File: src/rtl/uart_tx_fifo.sv
// ============================================================================
// Module   : uart_tx_fifo
// Brief    : UART transmitter with parametrised frame format and TX FIFO;
//            frames leave back-to-back. Optional line break: UART_TX_BREAK_EN.
// Revision : 1.0 - initial release
// ============================================================================
`default_nettype none

module uart_tx_fifo #(
    parameter int CLK_FREQ   = 100000000,
    parameter int BAUD_RATE  = 9600,
    parameter int DATA_BITS  = 8,
    parameter int PARITY     = 0,
    parameter int STOP_BITS  = 1,
    parameter int FIFO_DEPTH = 4
) (
    input  logic                          clk,
    input  logic                          rst_n,
`ifdef UART_TX_BREAK_EN
    input  logic                          tx_break,
`endif
    input  logic [DATA_BITS-1:0]          tx_data,
    input  logic                          tx_valid,
    output logic                          tx_ready,
    output logic                          tx_serial,
    output logic                          tx_busy,
    output logic [$clog2(FIFO_DEPTH):0]   fifo_count
);

    localparam int c_CLKS_PER_BIT = CLK_FREQ / BAUD_RATE;
    localparam int c_CNT_W        = $clog2(c_CLKS_PER_BIT);
    localparam int c_AW           = $clog2(FIFO_DEPTH);
    localparam int c_CW           = c_AW + 1;
    localparam int c_IDX_W        = 4;

    localparam logic [c_CNT_W-1:0] c_CNT_MAX   = c_CNT_W'(c_CLKS_PER_BIT - 1);
    localparam logic [c_IDX_W-1:0] c_LAST_DATA = c_IDX_W'(DATA_BITS - 1);
    localparam logic [c_IDX_W-1:0] c_LAST_STOP = c_IDX_W'(STOP_BITS - 1);
    localparam logic [c_CW-1:0]    c_FULL      = c_CW'(FIFO_DEPTH);

    localparam logic [2:0] c_IDLE  = 3'd0;
    localparam logic [2:0] c_START = 3'd1;
    localparam logic [2:0] c_DATA  = 3'd2;
    localparam logic [2:0] c_PAR   = 3'd3;
    localparam logic [2:0] c_STOP  = 3'd4;

    // ---------------------------------------------------------------- FIFO
    logic [DATA_BITS-1:0] r_mem [FIFO_DEPTH];
    logic [c_AW-1:0]      r_wr_ptr;
    logic [c_AW-1:0]      r_rd_ptr;
    logic [c_CW-1:0]      r_count;
    logic                 w_full;
    logic                 w_empty;
    logic                 w_push;
    logic                 w_pop;
    logic [DATA_BITS-1:0] w_head;
    logic                 w_head_par;
    logic                 w_break;

    assign w_full     = (r_count == c_FULL);
    assign w_empty    = (r_count == '0);
    assign w_push     = tx_valid && !w_full;
    assign w_head     = r_mem[r_rd_ptr];
    assign w_head_par = (PARITY == 1) ? ~(^w_head) : (^w_head);

`ifdef UART_TX_BREAK_EN
    assign w_break = tx_break;
`else
    assign w_break = 1'b0;
`endif

    always_ff @(posedge clk) begin
        if (w_push) begin
            r_mem[r_wr_ptr] <= tx_data;
        end
    end

    always_ff @(posedge clk or negedge rst_n) begin
        if (!rst_n) begin
            r_wr_ptr <= '0;
            r_rd_ptr <= '0;
            r_count  <= '0;
        end else begin
            if (w_push) r_wr_ptr <= r_wr_ptr + c_AW'(1);
            if (w_pop)  r_rd_ptr <= r_rd_ptr + c_AW'(1);
            case ({w_push, w_pop})
                2'b10:   r_count <= r_count + c_CW'(1);
                2'b01:   r_count <= r_count - c_CW'(1);
                default: r_count <= r_count;
            endcase
        end
    end

    // ----------------------------------------------------------------- FSM
    logic [2:0]           r_state,   w_state_nxt;
    logic [c_CNT_W-1:0]   r_clk_cnt, w_clk_cnt_nxt;
    logic [c_IDX_W-1:0]   r_bit_idx, w_bit_idx_nxt;
    logic [DATA_BITS-1:0] r_shift,   w_shift_nxt;
    logic                 r_par_bit, w_par_bit_nxt;
    logic                 r_serial,  w_serial_nxt;
    logic                 r_recover, w_recover_nxt;
    logic                 w_bit_end;

    assign w_bit_end = (r_clk_cnt == c_CNT_MAX);

    always_ff @(posedge clk or negedge rst_n) begin
        if (!rst_n) begin
            r_state   <= c_IDLE;
            r_clk_cnt <= '0;
            r_bit_idx <= '0;
            r_shift   <= '0;
            r_par_bit <= 1'b0;
            r_serial  <= 1'b1;
            r_recover <= 1'b0;
        end else begin
            r_state   <= w_state_nxt;
            r_clk_cnt <= w_clk_cnt_nxt;
            r_bit_idx <= w_bit_idx_nxt;
            r_shift   <= w_shift_nxt;
            r_par_bit <= w_par_bit_nxt;
            r_serial  <= w_serial_nxt;
            r_recover <= w_recover_nxt;
        end
    end

    // The line value is computed alongside each transition so it changes on
    // the same edge the new state or bit begins.
    always_comb begin
        w_state_nxt   = r_state;
        w_clk_cnt_nxt = r_clk_cnt;
        w_bit_idx_nxt = r_bit_idx;
        w_shift_nxt   = r_shift;
        w_par_bit_nxt = r_par_bit;
        w_serial_nxt  = r_serial;
        w_recover_nxt = r_recover;
        w_pop         = 1'b0;

        case (r_state)
            c_IDLE: begin
                w_serial_nxt = 1'b1;
                if (w_break) begin
                    w_serial_nxt  = 1'b0;
                    w_recover_nxt = 1'b1;
                    w_clk_cnt_nxt = '0;
                end else if (r_recover) begin
                    // One full high bit period after a break before any frame
                    if (w_bit_end) begin
                        w_recover_nxt = 1'b0;
                        w_clk_cnt_nxt = '0;
                    end else begin
                        w_clk_cnt_nxt = r_clk_cnt + c_CNT_W'(1);
                    end
                end else if (!w_empty) begin
                    w_pop         = 1'b1;
                    w_shift_nxt   = w_head;
                    w_par_bit_nxt = w_head_par;
                    w_bit_idx_nxt = '0;
                    w_clk_cnt_nxt = '0;
                    w_state_nxt   = c_START;
                    w_serial_nxt  = 1'b0;
                end
            end

            c_START: begin
                if (w_bit_end) begin
                    w_clk_cnt_nxt = '0;
                    w_bit_idx_nxt = '0;
                    w_state_nxt   = c_DATA;
                    w_serial_nxt  = r_shift[0];
                end else begin
                    w_clk_cnt_nxt = r_clk_cnt + c_CNT_W'(1);
                end
            end

            c_DATA: begin
                if (w_bit_end) begin
                    w_clk_cnt_nxt = '0;
                    if (r_bit_idx == c_LAST_DATA) begin
                        w_bit_idx_nxt = '0;
                        if (PARITY != 0) begin
                            w_state_nxt  = c_PAR;
                            w_serial_nxt = r_par_bit;
                        end else begin
                            w_state_nxt  = c_STOP;
                            w_serial_nxt = 1'b1;
                        end
                    end else begin
                        w_bit_idx_nxt = r_bit_idx + c_IDX_W'(1);
                        w_shift_nxt   = r_shift >> 1;
                        w_serial_nxt  = r_shift[1];
                    end
                end else begin
                    w_clk_cnt_nxt = r_clk_cnt + c_CNT_W'(1);
                end
            end

            c_PAR: begin
                if (w_bit_end) begin
                    w_clk_cnt_nxt = '0;
                    w_bit_idx_nxt = '0;
                    w_state_nxt   = c_STOP;
                    w_serial_nxt  = 1'b1;
                end else begin
                    w_clk_cnt_nxt = r_clk_cnt + c_CNT_W'(1);
                end
            end

            c_STOP: begin
                if (w_bit_end) begin
                    w_clk_cnt_nxt = '0;
                    if (r_bit_idx == c_LAST_STOP) begin
                        w_bit_idx_nxt = '0;
                        if (!w_empty && !w_break) begin
                            w_pop         = 1'b1;
                            w_shift_nxt   = w_head;
                            w_par_bit_nxt = w_head_par;
                            w_state_nxt   = c_START;
                            w_serial_nxt  = 1'b0;
                        end else begin
                            w_state_nxt   = c_IDLE;
                            w_serial_nxt  = !w_break;
                            w_recover_nxt = w_break;
                        end
                    end else begin
                        w_bit_idx_nxt = r_bit_idx + c_IDX_W'(1);
                    end
                end else begin
                    w_clk_cnt_nxt = r_clk_cnt + c_CNT_W'(1);
                end
            end

            default: begin
                w_state_nxt  = c_IDLE;
                w_serial_nxt = 1'b1;
            end
        endcase
    end

    assign tx_ready   = !w_full;
    assign tx_serial  = r_serial;
    assign tx_busy    = (r_state != c_IDLE);
    assign fifo_count = r_count;

endmodule

`default_nettype wire

File: config.mk
export PLATFORM = sky130hd
export DESIGN_NAME = uart_tx_fifo
export DESIGN_NICKNAME = d
export VERILOG_FILES = /design/src/rtl/uart_tx_fifo.sv
export SDC_FILE = /design/constraint.sdc
export NUM_CORES = 1
export LEC_CHECK = 0
export ABC_AREA = 1
export BUFFER_PORTS_ARGS = -buffer_cell sky130_fd_sc_hd__buf_4
export CORE_UTILIZATION = 64
export CTS_CLUSTER_DIAMETER = 30
export DETAILED_ROUTE_END_ITERATION = 16
export GPL_TIMING_DRIVEN = 0
export PLACE_DENSITY = 0.83
export SETUP_SLACK_MARGIN = 0.1
export SLEW_MARGIN = 20
export SYNTH_ARGS = -nofsm -noshare
export SYNTH_HDL_FRONTEND = slang
export SYNTH_SLANG_ARGS = --single-unit
export TNS_END_PERCENT = 30
File: constraint.sdc
create_clock -name clk -period 4.5 [get_ports clk]
set_input_delay 0.675 -clock clk [delete_from_list [all_inputs] [get_ports clk]]
set_output_delay 0.675 -clock clk [all_outputs]
set_load 0.01 [all_outputs]
Word level (Yosys, flattened, before mapping)
Memories as Yosys holds them, arrays and structs flattened.
Index checks and enable logic that the tools add are counted.
{ "classes": {"addsub": 6, "n_eq_ne": 21, "mux": 52, "n_reduce_logical": 19} }
{ "op_table": {"columns": ["cell", "n"], "rows": [
  ["8-bit two-way mux", 6],
  ["14-bit two-way mux", 3],
  ["4-bit two-way mux", 7],
  ["14-bit one-hot mux with 2 select lines", 1],
  ["3-bit two-way mux", 8],
  ["8-bit one-hot mux with 3 select lines", 1],
  ["1-bit two-way mux", 20],
  ["2-bit != test, second input constant", 10],
  ["4-bit one-hot mux with 4 select lines", 1],
  ["3-bit one-hot mux with 5 select lines", 1],
  ["14-bit by 1-bit adder with 14-bit output, second input constant", 1],
  ["14-bit == test, second input constant", 1],
  ["6-bit AND reduction", 2],
  ["8-bit AND reduction", 1],
  ["3-bit by 2-bit == test with 1-bit output, second input constant", 2],
  ["3-bit == test, second input constant", 2],
  ["3-bit zero test", 2],
  ["3-bit one-hot mux with 2 select lines", 1],
  ["2-bit nonzero test", 3],
  ["3-bit nonzero test", 2],
  ["1-bit one-hot mux with 5 select lines", 1],
  ["5-bit AND reduction", 1],
  ["2-bit by 1-bit adder with 2-bit output, second input constant", 2],
  ["4-bit by 1-bit adder with 4-bit output, second input constant", 1],
  ["17 further kinds", 18]
]} }
{ "word_totals": {"reg_bits": 38, "mem_bits_rw": 32, "input_bits": 11, "output_inout_bits": 6, "memories": 1} }
{ "mem_list": {"columns": ["name", "words", "word_bits", "read_ports", "rd_clocked_by_memory_dff", "write_ports", "line_no", "rtl"], "rows": [
  ["r_mem", 4, 8, 1, 0, 1, "48", "logic [DATA_BITS-1:0] r_mem [FIFO_DEPTH];"]
]} }

Logic depth before layout (Yosys ltp)
{ "depth": {"depth_word": 7, "mapped_depth": 12, "mapped_depth_nobuf": 12} }

Worst setup path after synthesis
OpenSTA, ideal clock, no wires.
{ "synth_path": {"path_kind": "flip-flop to flip-flop", "startpoint": "register r_state[1]", "endpoint": "register r_count[2], in the netlist fifo_count[2]", "setup_time_ns": 0.131, "arrival_ns": 2.116, "path_slack_ns": 2.253, "path_stages_with_launch": 12, "path_buffers": 0, "synth_period_minus_slack_ns": 2.247, "cell_sequence": "dfrtp_1 nor2_1 nand2_1 nor3_1 nand3b_1 nand2_1 ha_1 inv_1 fa_1 a21oi_1 o21ai_0 xor2_1"} }
{ "synth_via": {"elab_chain_len": 4, "elab_cells_between_ends": 7} }
{ "synth_rtl": {"columns": ["element", "line_no", "rtl"], "rows": [
  ["start, declared", "95", "logic [2:0] r_state, w_state_nxt;"],
  ["start signal, assigned", "108", "r_state <= c_IDLE;"],
  ["start signal, assigned", "116", "r_state <= w_state_nxt;"],
  ["3-bit == test or 3-bit zero test (tied branches)", "138", "case (r_state)"],
  ["1-bit one-hot mux with 2 select lines (*)", "138", null],
  ["net w_pop", "55", "logic w_pop;"],
  ["2-bit by 1-bit == test with 1-bit output or 2-bit == test (tied branches)", "86", "case ({w_push, w_pop})"],
  ["3-bit one-hot mux with 2 select lines or 2-bit nonzero test (tied branches)", null, null],
  ["end signal, assigned", "87", "2'b10: r_count <= r_count + c_CW'(1);"],
  ["end signal, assigned", "88", "2'b01: r_count <= r_count - c_CW'(1);"],
  ["end signal, assigned", "89", "default: r_count <= r_count;"],
  ["end, declared", "51", "logic [c_CW-1:0] r_count;"]
]} }
Mark *: on every way through the listed nets, which the timed path passes. The rest lies on a longest branch.
A chain may end at the register's enable or synchronous reset.

Worst setup path in the final report
Ends and elaborated chain as after synthesis.

==> reports/metrics.csv <==
metric;value;unit
Final Cycle Share;59.19;%
Reg-to-Reg End;fifo_count[2];
CP Class;reg -> reg;
DRT Pass-1 Iters;5;
reg2reg path depth;11;
RSZ-0062 raised after global routing;no;
drt drc;0;
share of the synthesized area in the top cell type;26.61;%
Worst slew margin;50.80;%
num rows;26;
ys async rst share;54.29;%
Worst Max-Slew Pin Slew;735.3;ps
worst hold slack;269.6;ps
Die Y;77.12;um
peak fanout along the critical path;5;
Remaining Overflow, GRT;0;
number of flops mapped to enable cells by yosys;32;
CTS resizes;0;
post-DR wirelength/cell;14.24;um
Hold Crit Class;in -> async;
Clock Path Buffers;2;
cell count after synthesis;431;
most used cell, CP;nand2_1;
setup repair bufs after CTS;0;
n_diodes;0;
io pins;17;
H-tree levels;3;
Setup Viol. Count Final;0;
FMAX;375.4;MHz
post-synthesis sequential area ratio;52.98;%
first-pass GRT wire length;12780;um
Synthesized Nets;451;
pre-CTS WS;1892;ps
Crit. End Element;flop;
global-route usage over all layers;28.27;%
port buffer count;16;
largest cells by area after synthesis;edfxtp_1, dfrtp_1, nand2_1, nand3_1, nor2_1;
Netlist cell types;34;
initial antenna violation count;0;
vias per cell;5.559;
crit-path max cell delay;470;ps
Synth area leader;edfxtp_1;
final worst slack;1837;ps
Clock Tree Root;clkbuf_8;
Slew Limit Fails;0;
Worst Path Arrival;2910;ps
largest net degree at the start of global routing;39;
Starting Density;68.52;%
r2r startpoint;r_state[1];
Critical-path top delay cell;dfrtp_1;
Final Hold Vio Count;0;
TritonCTS buffer count;9;
status;completed;
Power Dens Cells;377.0;nW/um^2
hpwl dp;5305;um
die width;77.12;um
yosys warns;0;
LEAKAGE;1.874;nW
DRT antenna net count;0;
initial DRC count;276;
Tmin final;2663;ps
flop2flop setup slack;1840;ps
Die Area;5947;sq um
Clock Sinks;70;
Avg Inst Size Synth;8.378;sq um
DR vias;2963;
Final Power;0.001510;W
peak supply drop;0.3300;mV
CTS tree;built;
final wirelength;7591;um
clock-pin slew on the worst setup and hold paths;90;ps
CP Cell Sequence;nor2_1 > nand2_1 > nor3_1 > nand3b_1 > nand2_1 > ha_1 > inv_1 > fa_1 > a21oi_1 > o21ai_0 > xor2_1;
layout cell share with drive strength beyond 1;13.17;%
CP Data Required Time;4740;ps
synth-to-layout area growth;10.91;%
area of the mapped netlist;3611;sq um
Top FF cell, synth;dfrtp_1;
Layout Nets;478;
TNS Setup;0;ps
FF+latch count, synth;70;
CP delay by family, top;simple AND/OR/NAND/NOR gates;
startpoint types;flop;
vias in the first global route;2812;
clock skew;9.256;ps
maxcap violations;0;
Post-CTS Hold Buffers;0;
routability congestion estimate;0.9231;
Clock Latency Late Sink;360;ps
CP Buf/Inv Count;1;
core area;5270;sq um
[power by group]
group | internal [W] | switching (W)
Combinational | 0.0000826 | 0.000153
Clock | 0.000211 | 0.000272
Sequential | 0.000756 | 0.0000347
[cells by family (layout without fill, tap and decap cells)]
kind of cell	count (synthesis)	in the layout	synth area share [%]
compound gates	29	29	4.505
xor+xnor	7	7	1.698
fa+ha+maj	9	9	3.327
buf+inv	50	82	5.405
flops	70	70	52.98
simple gates	266	266	32.09
[placed cells by master, fill, tap and decap left out, types with 2 or more instances in the layout]
master | netlist | final
nand2_1 | 147 | 147
nand3_1 | 48 | 48
nor2_1 | 42 | 42
dfrtp_1 | 37 | 37
inv_1 | 35 | 35
edfxtp_1 | 32 | 32
buf_4 | 1 | 17
a21oi_1 | 14 | 14
clkbuf_8 | 0 | 9
inv_2 | 8 | 8
nand2_2 | 8 | 8
ha_1 | 8 | 8
nor3_1 | 7 | 7
xor2_1 | 6 | 6
nand4_1 | 5 | 5
o21ai_1 | 5 | 5
o21ai_0 | 4 | 4
buf_2 | 3 | 3
nand2_4 | 3 | 3
inv_6 | 0 | 3
o21a_1 | 2 | 2
nor2_2 | 2 | 2
clkinv_4 | 0 | 2
[flip-flops by register name (all words and copies together) (netlist names)]
name and flops:
fifo_count 3, r_bit_idx 4, r_clk_cnt 14, r_mem 32
r_rd_ptr 2, r_recover 1, r_shift 8, r_state 3
r_wr_ptr 2, tx_serial 1
[layout make-up]
cell class                      instances  area (sq um)
Fill cell                             383          1265
Timing Repair Buffer                   16         120.1
Multi-Input combinational cell        311          1503
Buffer                                  6         30.03
Tap cell                               70         87.58
Sequential cell                        70          1913
Clock buffer                            9         123.9
Clock inverter                          7         62.56
Inverter                               44         165.2
[per-stage QoR]
stage / cell area (sq um) / utilization (%) / cells
6_report: 4005 / 76.00 / 533
5_1_grt: 4005 / 76.00 / 533
4_1_cts: 4005 / 76.00 / 533
3_5_place_dp: 3819 / 72.46 / 517
3_3_place_gp: 3819 / 72.46 / 517
2_1_floorplan: 3611 / - / 431
[worst max-delay path by stage]
| stage | startpoint | endpoint | slack, ps | depth (start not counted) |
|---|---|---|---|---|
| final | r_state[1] | fifo_count[2] | 1840 | 11 |
| after global routing | r_state[1] | fifo_count[2] | 1670 | 11 |
| after CTS | r_state[1] | fifo_count[2] | 1870 | 11 |
| after detailed placement | r_state[1] | fifo_count[2] | 1890 | 11 |
| after global placement | r_state[1] | fifo_count[2] | 1990 | 11 |
| after floorplan | r_state[1] | fifo_count[2] | 2250 | 11 |
[cells in the mapped netlist (2+ instances only)]
master    number
o21ai_1        5
ha_1           8
inv_2          8
nand2_4        3
inv_1         35
xor2_1         6
o21a_1         2
nand2_2        8
nand3_1       48
nor2_1        42
o21ai_0        4
buf_2          3
nor2_2         2
nand2_1      147
nor3_1         7
edfxtp_1      32
nand4_1        5
a21oi_1       14
dfrtp_1       37
[routing by layer]
layer,vias up,global-route usage [%],share of wire (%)
met5,-,0,0
met4,0,13.58,2.7
met3,28,5.714,7.9
met2,140,44.73,47
met1,1346,37.38,43
li1,1449,-,-
Power figures use the tool's default switching activity.
